## config.mk

```make
export PLATFORM = sky130hd
export DESIGN_NAME = acorn128_ctrl
export DESIGN_NICKNAME = d
export VERILOG_FILES = /design/src/rtl/acorn128_ctrl.sv
export SDC_FILE = /design/constraint.sdc
export NUM_CORES = 1
export LEC_CHECK = 0
export BUFFER_PORTS_ARGS = -buffer_cell sky130_fd_sc_hd__buf_4
export CORE_MARGIN = 5
export CORE_UTILIZATION = 50
export CTS_BUF_LIST = sky130_fd_sc_hd__clkbuf_8
export DETAILED_ROUTE_END_ITERATION = 10
export GPL_TIMING_DRIVEN = 1
export PLACE_DENSITY = 0.79
export SYNTH_ARGS = -nofsm -noshare
export SYNTH_HDL_FRONTEND = slang
export SYNTH_SLANG_ARGS = --single-unit
```

## constraint.sdc

```tcl
create_clock -name clk -period 33.2 [get_ports clk]
set_input_delay 3.32 -clock clk [delete_from_list [all_inputs] [get_ports clk]]
set_output_delay 3.32 -clock clk [all_outputs]
set_load 0.05 [all_outputs]
```

## src/rtl/acorn128_ctrl.sv

```systemverilog
// acorn128_ctrl: phase sequencer for the bit-serial ACORN-128 datapath.
// Walks one job through INIT, AD, AD_PAD, ENC, ENC_PAD and FINAL. Each cycle it
// decodes the step enable, message bit and ca/cb controls, emits ciphertext
// bits and collects the 128-bit tag from the keystream.
module acorn128_ctrl #(
    parameter int unsigned LEN_W = 16
) (
    input  logic             clk,
    input  logic             rst,
    input  logic             i_start,
    input  logic [127:0]     i_key,
    input  logic [127:0]     i_iv,
    input  logic [LEN_W-1:0] i_ad_len,
    input  logic [LEN_W-1:0] i_pt_len,
    input  logic             i_din_valid,
    input  logic             i_din,
    output logic             o_din_ready,
    input  logic             i_ks_bit,
    output logic             o_step_en,
    output logic             o_m_bit,
    output logic             o_ca,
    output logic             o_cb,
    output logic             o_ct_valid,
    output logic             o_ct_bit,
    output logic [127:0]     o_tag,
    output logic             o_tag_valid,
    output logic             o_busy,
    output logic             o_done,
    output logic [2:0]       o_phase
);

    localparam logic [2:0] StIdle   = 3'd0;
    localparam logic [2:0] StInit   = 3'd1;
    localparam logic [2:0] StAd     = 3'd2;
    localparam logic [2:0] StAdPad  = 3'd3;
    localparam logic [2:0] StEnc    = 3'd4;
    localparam logic [2:0] StEncPad = 3'd5;
    localparam logic [2:0] StFinal  = 3'd6;
    localparam logic [2:0] StDone   = 3'd7;

    localparam logic [10:0] InitLast  = 11'd1791;
    localparam logic [10:0] PadLast   = 11'd255;
    localparam logic [10:0] FinalLast = 11'd767;

    logic [2:0]       r_state;
    logic [10:0]      r_step;
    logic [LEN_W-1:0] r_len_cnt;
    logic [127:0]     r_key;
    logic [127:0]     r_iv;
    logic [LEN_W-1:0] r_ad_len;
    logic [LEN_W-1:0] r_pt_len;
    logic [127:0]     r_tag;
    logic             r_tag_valid;

    logic [2:0] w_state_nxt;
    logic       w_step_en;
    logic       w_m_bit;
    logic       w_ca;
    logic       w_cb;
    logic       w_din_ready;
    logic       w_ct_valid;
    logic       w_ct_bit;
    logic       w_init_m;
    logic       w_count_steps;
    logic       w_ad_last;
    logic       w_pt_last;
    logic       w_accept;

    assign w_accept  = (r_state == StIdle) && i_start;
    assign w_ad_last = (r_len_cnt == r_ad_len - LEN_W'(1));
    assign w_pt_last = (r_len_cnt == r_pt_len - LEN_W'(1));

    // Fixed-length phases advance r_step; data phases advance r_len_cnt instead.
    assign w_count_steps = (r_state == StInit) || (r_state == StAdPad) ||
                           (r_state == StEncPad) || (r_state == StFinal);

    // INIT message: key, then IV, then key with bit 0 flipped once at step 256.
    always_comb begin
        if (r_step == 11'd256) begin
            w_init_m = ~r_key[0];
        end else if (r_step[10:7] == 4'd1) begin
            w_init_m = r_iv[r_step[6:0]];
        end else begin
            w_init_m = r_key[r_step[6:0]];
        end
    end

    // Per-state decode of datapath controls and next state.
    always_comb begin
        w_state_nxt = r_state;
        w_step_en   = 1'b0;
        w_m_bit     = 1'b0;
        w_ca        = 1'b0;
        w_cb        = 1'b0;
        w_din_ready = 1'b0;
        w_ct_valid  = 1'b0;
        w_ct_bit    = 1'b0;
        case (r_state)
            StIdle: begin
                if (i_start) w_state_nxt = StInit;
            end
            StInit: begin
                w_step_en = 1'b1;
                w_m_bit   = w_init_m;
                w_ca      = 1'b1;
                w_cb      = 1'b1;
                if (r_step == InitLast) begin
                    w_state_nxt = (r_ad_len != '0) ? StAd : StAdPad;
                end
            end
            StAd: begin
                w_din_ready = 1'b1;
                w_step_en   = i_din_valid;
                w_m_bit     = i_din;
                w_ca        = 1'b1;
                w_cb        = 1'b1;
                if (i_din_valid && w_ad_last) w_state_nxt = StAdPad;
            end
            StAdPad: begin
                w_step_en = 1'b1;
                w_m_bit   = (r_step == 11'd0);
                w_ca      = ~r_step[7];
                w_cb      = 1'b1;
                if (r_step == PadLast) begin
                    w_state_nxt = (r_pt_len != '0) ? StEnc : StEncPad;
                end
            end
            StEnc: begin
                w_din_ready = 1'b1;
                w_step_en   = i_din_valid;
                w_m_bit     = i_din;
                w_ca        = 1'b1;
                w_ct_valid  = i_din_valid;
                w_ct_bit    = i_din_valid & (i_din ^ i_ks_bit);
                if (i_din_valid && w_pt_last) w_state_nxt = StEncPad;
            end
            StEncPad: begin
                w_step_en = 1'b1;
                w_m_bit   = (r_step == 11'd0);
                w_ca      = ~r_step[7];
                if (r_step == PadLast) w_state_nxt = StFinal;
            end
            StFinal: begin
                w_step_en = 1'b1;
                w_ca      = 1'b1;
                w_cb      = 1'b1;
                if (r_step == FinalLast) w_state_nxt = StDone;
            end
            StDone: begin
                w_state_nxt = StIdle;
            end
            default: begin
                w_state_nxt = StIdle;
            end
        endcase
    end

    // State register.
    always_ff @(posedge clk or posedge rst) begin
        if (rst) begin
            r_state <= StIdle;
        end else begin
            r_state <= w_state_nxt;
        end
    end

    // Step and length counters, both cleared on every state change.
    always_ff @(posedge clk or posedge rst) begin
        if (rst) begin
            r_step    <= '0;
            r_len_cnt <= '0;
        end else if (w_state_nxt != r_state) begin
            r_step    <= '0;
            r_len_cnt <= '0;
        end else begin
            if (w_count_steps) r_step <= r_step + 11'd1;
            if ((r_state == StAd || r_state == StEnc) && i_din_valid) begin
                r_len_cnt <= r_len_cnt + LEN_W'(1);
            end
        end
    end

    // Job parameters, captured only when a start is accepted.
    always_ff @(posedge clk or posedge rst) begin
        if (rst) begin
            r_key    <= '0;
            r_iv     <= '0;
            r_ad_len <= '0;
            r_pt_len <= '0;
        end else if (w_accept) begin
            r_key    <= i_key;
            r_iv     <= i_iv;
            r_ad_len <= i_ad_len;
            r_pt_len <= i_pt_len;
        end
    end

    // Tag capture over FINAL steps 640..767; valid set on entry to DONE.
    always_ff @(posedge clk or posedge rst) begin
        if (rst) begin
            r_tag       <= '0;
            r_tag_valid <= 1'b0;
        end else if (w_accept) begin
            r_tag       <= '0;
            r_tag_valid <= 1'b0;
        end else if (r_state == StFinal) begin
            if (r_step[10:7] == 4'd5) r_tag[r_step[6:0]] <= i_ks_bit;
            if (r_step == FinalLast) r_tag_valid <= 1'b1;
        end
    end

    assign o_step_en   = w_step_en;
    assign o_m_bit     = w_m_bit;
    assign o_ca        = w_ca;
    assign o_cb        = w_cb;
    assign o_din_ready = w_din_ready;
    assign o_ct_valid  = w_ct_valid;
    assign o_ct_bit    = w_ct_bit;
    assign o_tag       = r_tag;
    assign o_tag_valid = r_tag_valid;
    assign o_busy      = (r_state != StIdle);
    assign o_done      = (r_state == StDone);
    assign o_phase     = r_state;

endmodule

```

Word-level counts from Yosys, hierarchy flattened. Index checks and enable logic that the tools add are counted.

Word-level logic and storage cells: 97. Output and inout port bits: 141. Register bits: 447.

Bitwise gates (word level): 4. Add/sub/neg operators: 4. $lt $le $gt $ge: 2. Equal/unequal tests: 16. Muxes and demuxes: 36. Reductions and logical operators: 26.

Operator list (number): 128-bit two-way mux (3); 128-bit bitwise mux (1); 16-bit equality test (2); 16-bit two-way mux (2); 16-bit nonzero test (2); 16-bit by 1-bit subtractor with 16-bit output, second input constant (2); 3-bit case mux with 8 select lines (1); 11-bit two-way mux (2); 3-bit two-way mux (7); 16-bit by 1-bit adder with 16-bit output, second input constant (1); 1-bit binary-select mux with 7-bit select (2); 1-bit two-way mux (14); 3-bit equality test, second input constant (4); 4-bit OR reduction (3); 11-bit by 1-bit adder with 11-bit output, second input constant (1); 11-bit by 10-bit equality test with 1-bit output, second input constant (1); 11-bit equality test, second input constant (1); 11-bit by 8-bit equality test with 1-bit output, second input constant (1); 11-bit by 9-bit equality test with 1-bit output, second input constant (1); 11-bit zero test (1); 2-bit nonzero test (5); 7-bit by 8-bit < comparator with 1-bit output, second input constant (1); 1-bit demux with 7-bit select (1); 7-bit by 1-bit greater-or-equal comparator with 1-bit output, second input constant (1); 16 further kinds (28).

Logic depth before layout (Yosys ltp). Gate-level depths: netlist of run 1.

Word-level depth: 8. Gate-level depth with buffers: 12. Mapped depth without buffers: 10.

Worst setup path after synthesis of run 1. OpenSTA, ideal clock, no wires.

Path kind: input to output. Start: input i_din_valid. End: output o_step_en. Stages on the path: 2. Path slack: 25.414 ns. Arrival: 4.466 ns. Buffers on the path: 0. Data required time: 29.880 ns. Cell sequence: nand2b_1 > o21ai_0.

Cells in the longest elaborated chain, start to end: 1.

Ends and longest elaborated chain: start: declaration (line 15) `input logic i_din_valid,`; 1-bit case mux with 2 select lines (line 98) `case (r_state)`; end: declaration (line 19) `output logic o_step_en,`.

Every way passes these cells.

Worst setup path in the final report of run 1.
Start: register r_step[1]. End: output o_m_bit.

Cells in the longest elaborated chain, start to end: 5. Elaborated cells between the ends (all ways): 9. Classes of those cells: eq/ne: 1; mux: 7; reduce/logical: 1.

Ends and longest elaborated chain: start: declaration (line 46) `logic [10:0] r_step;`; start signal: assignment (line 176) `if (w_count_steps) r_step <= r_step + 11'd1;`; 1-bit binary-select mux with 7-bit select, on equally long branches (line 84, 82); 1-bit two-way mux, on equally long branches (line 84, 82); 1-bit two-way mux (line 81) `end else if (r_step[10:7] == 4'd1) begin`; 1-bit two-way mux (line 79) `if (r_step == 11'd256) begin`; 1-bit case mux with 3 select lines * (line 98); end: declaration (line 20) `output logic o_m_bit,`.

Every way passes the cells marked *; elsewhere a longest branch is shown, timed or not. The select of a mux whose other input is x is not followed.

==> results of run 1 <==
-- routing by layer --
metal	wire length [um]	up-vias	part of all wire [%]
li1	-	7660	-
met1	27600	8762	39
met2	33300	1028	47
met3	7080	191	10
met4	2820	4	4.0
met5	25	-	0.035
-- stage by stage --
stage	utilization [%]	cell area, um2
after floorplan	-	21400
after global placement	59.3	25000
after detailed placement	59.3	25000
after CTS	63.0	26500
after global routing	63.0	26500
final	63.0	26500
-- worst max-delay path, cell delays in order, from the launching register on --
cell and delay [ns]:
dfrtp_4 0.73, buf_4 0.56, nor2b_1 0.99, a221oi_1 0.23
o221ai_1 0.21, nor4bb_1 0.31, a311oi_1 0.08, o221ai_1 0.21
nand2_1 0.16, o21ai_0 0.44, buf_4 0.29
-- worst max-delay path by stage --
stage	to	slack [ns]	from
6_report	o_m_bit	25.03	r_step[1]
5_1_grt	o_m_bit	24.86	r_step[1]
4_1_cts	o_m_bit	25.12	r_step[1]
3_5_place_dp	o_m_bit	25.56	i_din
3_3_place_gp	o_m_bit	25.57	i_din
2_1_floorplan	o_phase[0]	17.42	rst
-- cell families after synthesis --
family	Yosys count	share of synthesized area (%)
XOR/XNOR	72	2.95
adder cells (fa/ha/maj)	6	0.339
multiplexers	357	19.9
AND/OR/NAND/NOR	440	10.4
AO/OA/AOI/OAI	411	11.3
buffers and inverters	150	2.93
flip-flops	447	52.3
-- registers in the layout, summed over array words and instances (netlist names) --
name / count
o_phase: 3
r_pt_len: 16
r_key: 128
r_step: 11
r_iv: 128
o_tag_valid: 1
o_tag: 128
r_len_cnt: 16
r_ad_len: 16
-- final cells by class --
| type | instances | share of cell area [%] |
|---|---|---|
| sequential | 447 | 42.2 |
| multi-input combinational | 1286 | 36.2 |
| timing repair buffer | 456 | 13.0 |
| clock buffer | 94 | 4.87 |
| tap | 539 | 2.54 |
| clock inverter | 39 | 0.933 |
| inverter | 13 | 0.212 |
| antenna | 3 | 0.0283 |
-- placed cells by master (no fill, tap or decap), types with 15 or more instances in the layout --
| master | n |
|---|---|
| mux2i_1 | 22 |
| a221oi_1 | 16 |
| mux2_2 | 312 |
| mux4_2 | 23 |
| buf_4 | 454 |
| xor2_1 | 27 |
| o21ai_0 | 158 |
| xnor2_1 | 45 |
| nor2_1 | 71 |
| nand2_1 | 101 |
| a22oi_1 | 15 |
| nor2b_1 | 17 |
| dfrtp_1 | 444 |
| inv_1 | 32 |
| a21oi_1 | 146 |
| clkbuf_8 | 94 |
| nand3_1 | 153 |
-- power groups by stage --
| stage | clock network, mW | registers (mW) | logic, mW |
|---|---|---|---|
| floorplan | 0 | 0.555 | 0.0104 |
| global placement | 0 | 0.555 | 0.0437 |
| detailed placement | 0 | 0.555 | 0.0442 |
| CTS | 0.511 | 0.545 | 0.0443 |
| global route | 0.536 | 0.545 | 0.0476 |
| finish | 0.502 | 0.545 | 0.0436 |
==> impl_metrics.ini, run 1 <==
[power]
powerDensity_nw_per_um2 = 41.1
power.switching_mw = 0.251
pwr-share-clk_pct = 46.1
comb_power_share_pct = 4.0
seqPwrFrac_pct = 50.0
vdd_drop_max_v = 0.0000272
finalPower_mw = 1.09
power_leakage_nw = 11.8
internal_power_mw = 0.840
p_sw_share_pct = 23.0

[drt]
vias_per_cell = 6.13
routedWlPerCell_um = 24.6
route.vias.total = 17600
dr.pass1.iters = 7
drt_iter0_markers = 2290
drc = 0
drt-total-wl_um = 70800
ant_nets = 0

[final_layout]
layout-drive-gt1-share_pct = 40.0
fillers = 3335
seqCellArea_um2 = 11200
nNetsFinal = 2579
multi_input_area_um2 = 9620
area_growth_pct = 24.0
stdcell_count = 2877

[global_route]
met1_usage_pct = 38.3
grt_max_degree = 204
grt_pass1_wl_um = 107000
grtUsageTotal_pct = 29.2
grt_pass1_vias = 18000
top_usage_layer = met2
antenna_found_initial = 4
use_met3_pct = 8.31
use_met2_pct = 46.4
overflow = 0

[min_path]
whs_endpoint = r_key[4]
worstHoldPathCells = 1
hold_path.class = reg2reg
hold_path.startpoint = r_key[4]

[floorplanning]
start_util_pct = 50.8
rows = 75
die_area_um2 = 47100
coreArea_um2 = 42100
die_w_um = 217
die_height_um = 217
ioPinCount = 435

[synthesis]
yosysWarnings = 0
ys_seq_elements = 447
yosys-top-cells-count = 447 x dfrtp_1, 312 x mux2_2, 158 x o21ai_0, 153 x nand3_1, 146 x a21oi_1
synth.cell_area_um2 = 21400
synth.most_common_cell = dfrtp_1
synth.area.top_cells = dfrtp_1 52%, mux2_2 16%, o21ai_0 3.7%
synth_edf_count = 0
synth_nets = 2182
ys.flop_type = dfrtp_1
yosys.area.top_type = dfrtp_1
seq_area_frac_synth_pct = 52.3
syn_inst = 1883
synthArstFlopShare_pct = 100
synth_cell_type_count = 74
syn_area_per_cell_um2 = 11.4
synth_top_area_share_pct = 52.3

[cts]
post-cts-setup-buffers = 0
ctsHtreeMaxLevel = 3
clockBufferDepth = 3
clockRootBuffer = clkbuf_8
cts_sinks = 447
cts_inserted_buffers = 76
worstSkewPairLatency_ns = 0.63
cts_tree = done
clk_pin_slew_ns = 0.06
cts_resized = 0
hold_buffers = 0

[timing]
slew_violations = 0
setup-tns-final_ns = 0
setup_ws_ns = 25.03
tightest_slew_ns = 1.31
rsz0062_at_grt = false
min_period_ns = 8.17
fmax_mhz = 122
clock_skew_ns = 0.0207
hold_viol = 0
max-slew-margin-rel_pct = 12.2
setup_violations = 0
post-route-period-util_pct = 24.6
timing.hold.ws_ns = 0.500

[placement]
port_buffers = 434
pre_cts_ws_ns = 25.56
hpwl_um = 50000
dpl.cell_count = 2741
gp_congestion = 0.882

[critical_path]
setup.worst_path.start_class = flop
r2r-end = r_key[121]
r2r_slack_ns = 28.99
reg2reg_depth = 5
cp_max_fo = 37
worstPathRequired_ns = 29.88
critPathCaptureType = output port
crit_type = reg2out
reg2reg_from = o_phase[0]
worstPathArrival_ns = 4.85

[job]
cap_violations = 0

[run_status]
status = finished, final reports clean
No activity file was read; power rests on OpenSTA's default activity.
==> run 2, diff against run 1 <==
- clock period: 33.2 -> 7.6 ns (I/O delays scaled with it)
==> run 2 against run 1 <==
Sequential cell count unchanged. Worst setup slack got worse by 23 ns. Global-route usage is 0.38 points higher. Register-to-register slack got worse by 25 ns.
==> impl_metrics.ini, run 2 (synthesized netlist as in run 1, its figures left out) <==
[critical_path]
r2r_slack_ns = 3.87
r2r-end = o_tag[22]
worstPathRequired_ns = 6.84
critPathCaptureType = output port
reg2reg_from = r_step[1]
cp-startpoint = r_step[2]
cp_max_fo = 54
reg2reg_depth = 4
setup.worst_path.start_class = flop
setup.worst_path.end = o_m_bit
crit_type = reg2out
worstPathArrival_ns = 4.70

[final_layout]
layout-drive-gt1-share_pct = 39.9
final_cell_mix = 444 x buf_4, 443 x dfrtp_1, 312 x mux2_2
area_growth_pct = 24.3
final_common_cell = buf_4
nNetsFinal = 2573
fillers = 3221

[cts]
worstSkewPairLatency_ns = 0.68
clockRootBuffer = clkbuf_8
cts_sinks = 447
hold_buffers = 0
cts_resized = 0
ctsHtreeMaxLevel = 3
cts_tree = done
clockBufferDepth = 3
cts_inserted_buffers = 78
post-cts-setup-buffers = 0
clk_pin_slew_ns = 0.07

[floorplanning]
die_height_um = 217
ioPinCount = 435
start_util_pct = 50.8
die_area_um2 = 47100
die_w_um = 217
rows = 75
coreArea_um2 = 42100

[drt]
dr.pass1.iters = 6
drt_iter0_markers = 2326
drc = 0
route.vias.total = 17500
drt-total-wl_um = 71200
vias_per_cell = 6.07
routedWlPerCell_um = 24.7
ant_nets = 0

[power]
finalPower_mw = 4.89
powerDensity_nw_per_um2 = 184
vdd_drop_max_v = 0.000150
power_leakage_nw = 11.9

[timing]
max-slew-margin-rel_pct = 4.10
setup_violations = 0
rsz0062_at_grt = false
hold_viol = 0
slew_violations = 0
clock_skew_ns = 0.0352
fmax_mhz = 183
tightest_slew_ns = 1.43
setup-tns-final_ns = 0
post-route-period-util_pct = 71.8
min_period_ns = 5.46

[min_path]
hold_path.class = in2reg

[placement]
hpwl_um = 50000
port_buffers = 434
gp_congestion = 0.907

[global_route]
grt_max_degree = 204
grt_pass1_wl_um = 108000
grtUsageTotal_pct = 29.6
grt_pass1_vias = 17800
overflow = 0
antenna_found_initial = 10

[run_status]
status = finished, final reports clean

[job]
cap_violations = 0
-- run 2: worst min-delay path by stage --
stage,endpoint,depth (start not counted),slack [ns],startpoint
after floorplan,r_iv[27],1,0.47,r_iv[27]
after global placement,r_iv[97],1,0.49,r_iv[97]
after detailed placement,r_key[69],1,0.49,r_key[69]
after CTS,r_iv[102],2,0.25,i_iv[102]
after global routing,r_iv[102],2,0.24,i_iv[102]
final,r_iv[102],2,0.31,i_iv[102]
-- run 2: area by class of cell --
class	instances	area (um2)	area share, %
Antenna cell	3	7.51	0.0282
Clock inverter	48	355	1.33
Tap cell	539	674	2.53
Inverter	13	52.6	0.197
Sequential cell	447	11200	42.1
Clock buffer	94	1290	4.86
Timing Repair Buffer	448	3410	12.8
Multi-Input combinational cell	1286	9620	36.2
-- run 2: metrics by stage --
stage	util [%]	cell area [um2]	instances	hold WS (ns)	setup slack, ns
final	63.2	26600	2878	0.307	2.14
after global routing	63.2	26600	2878	0.244	1.90
after CTS	63.2	26600	2875	0.253	2.15
after detailed placement	59.2	25000	2733	0.490	2.91
after global placement	59.2	25000	2733	0.485	3.04
after floorplan	-	21400	1883	0.472	0.797
-- run 2: where the power goes --
part           leakage, nW  switching [mW]  internal [mW]
Combinational         5.40          0.0902         0.0995
Sequential            5.52               0           2.38
Clock                0.947            1.05           1.27
-- run 2: critical path, stage by stage (launching register included) --
cell	delay, ns
dfrtp_4	0.91
buf_4	0.57
nor2b_1	0.74
a22oi_1	0.19
o221ai_1	0.23
nor4bb_1	0.37
a211oi_1	0.08
o2111ai_1	0.26
nand2_1	0.14
o21ai_0	0.24
buf_4	0.27
-- run 2: per-layer routing --
metal	track usage [%]	share of wire, %	wire, um	vias to the layer above
met5	0	0.11	75	-
met4	10.2	3.1	2170	12
met3	10.0	11	7720	152
met2	46.4	47	33600	966
met1	38.8	39	27700	8695
li1	-	-	-	7649
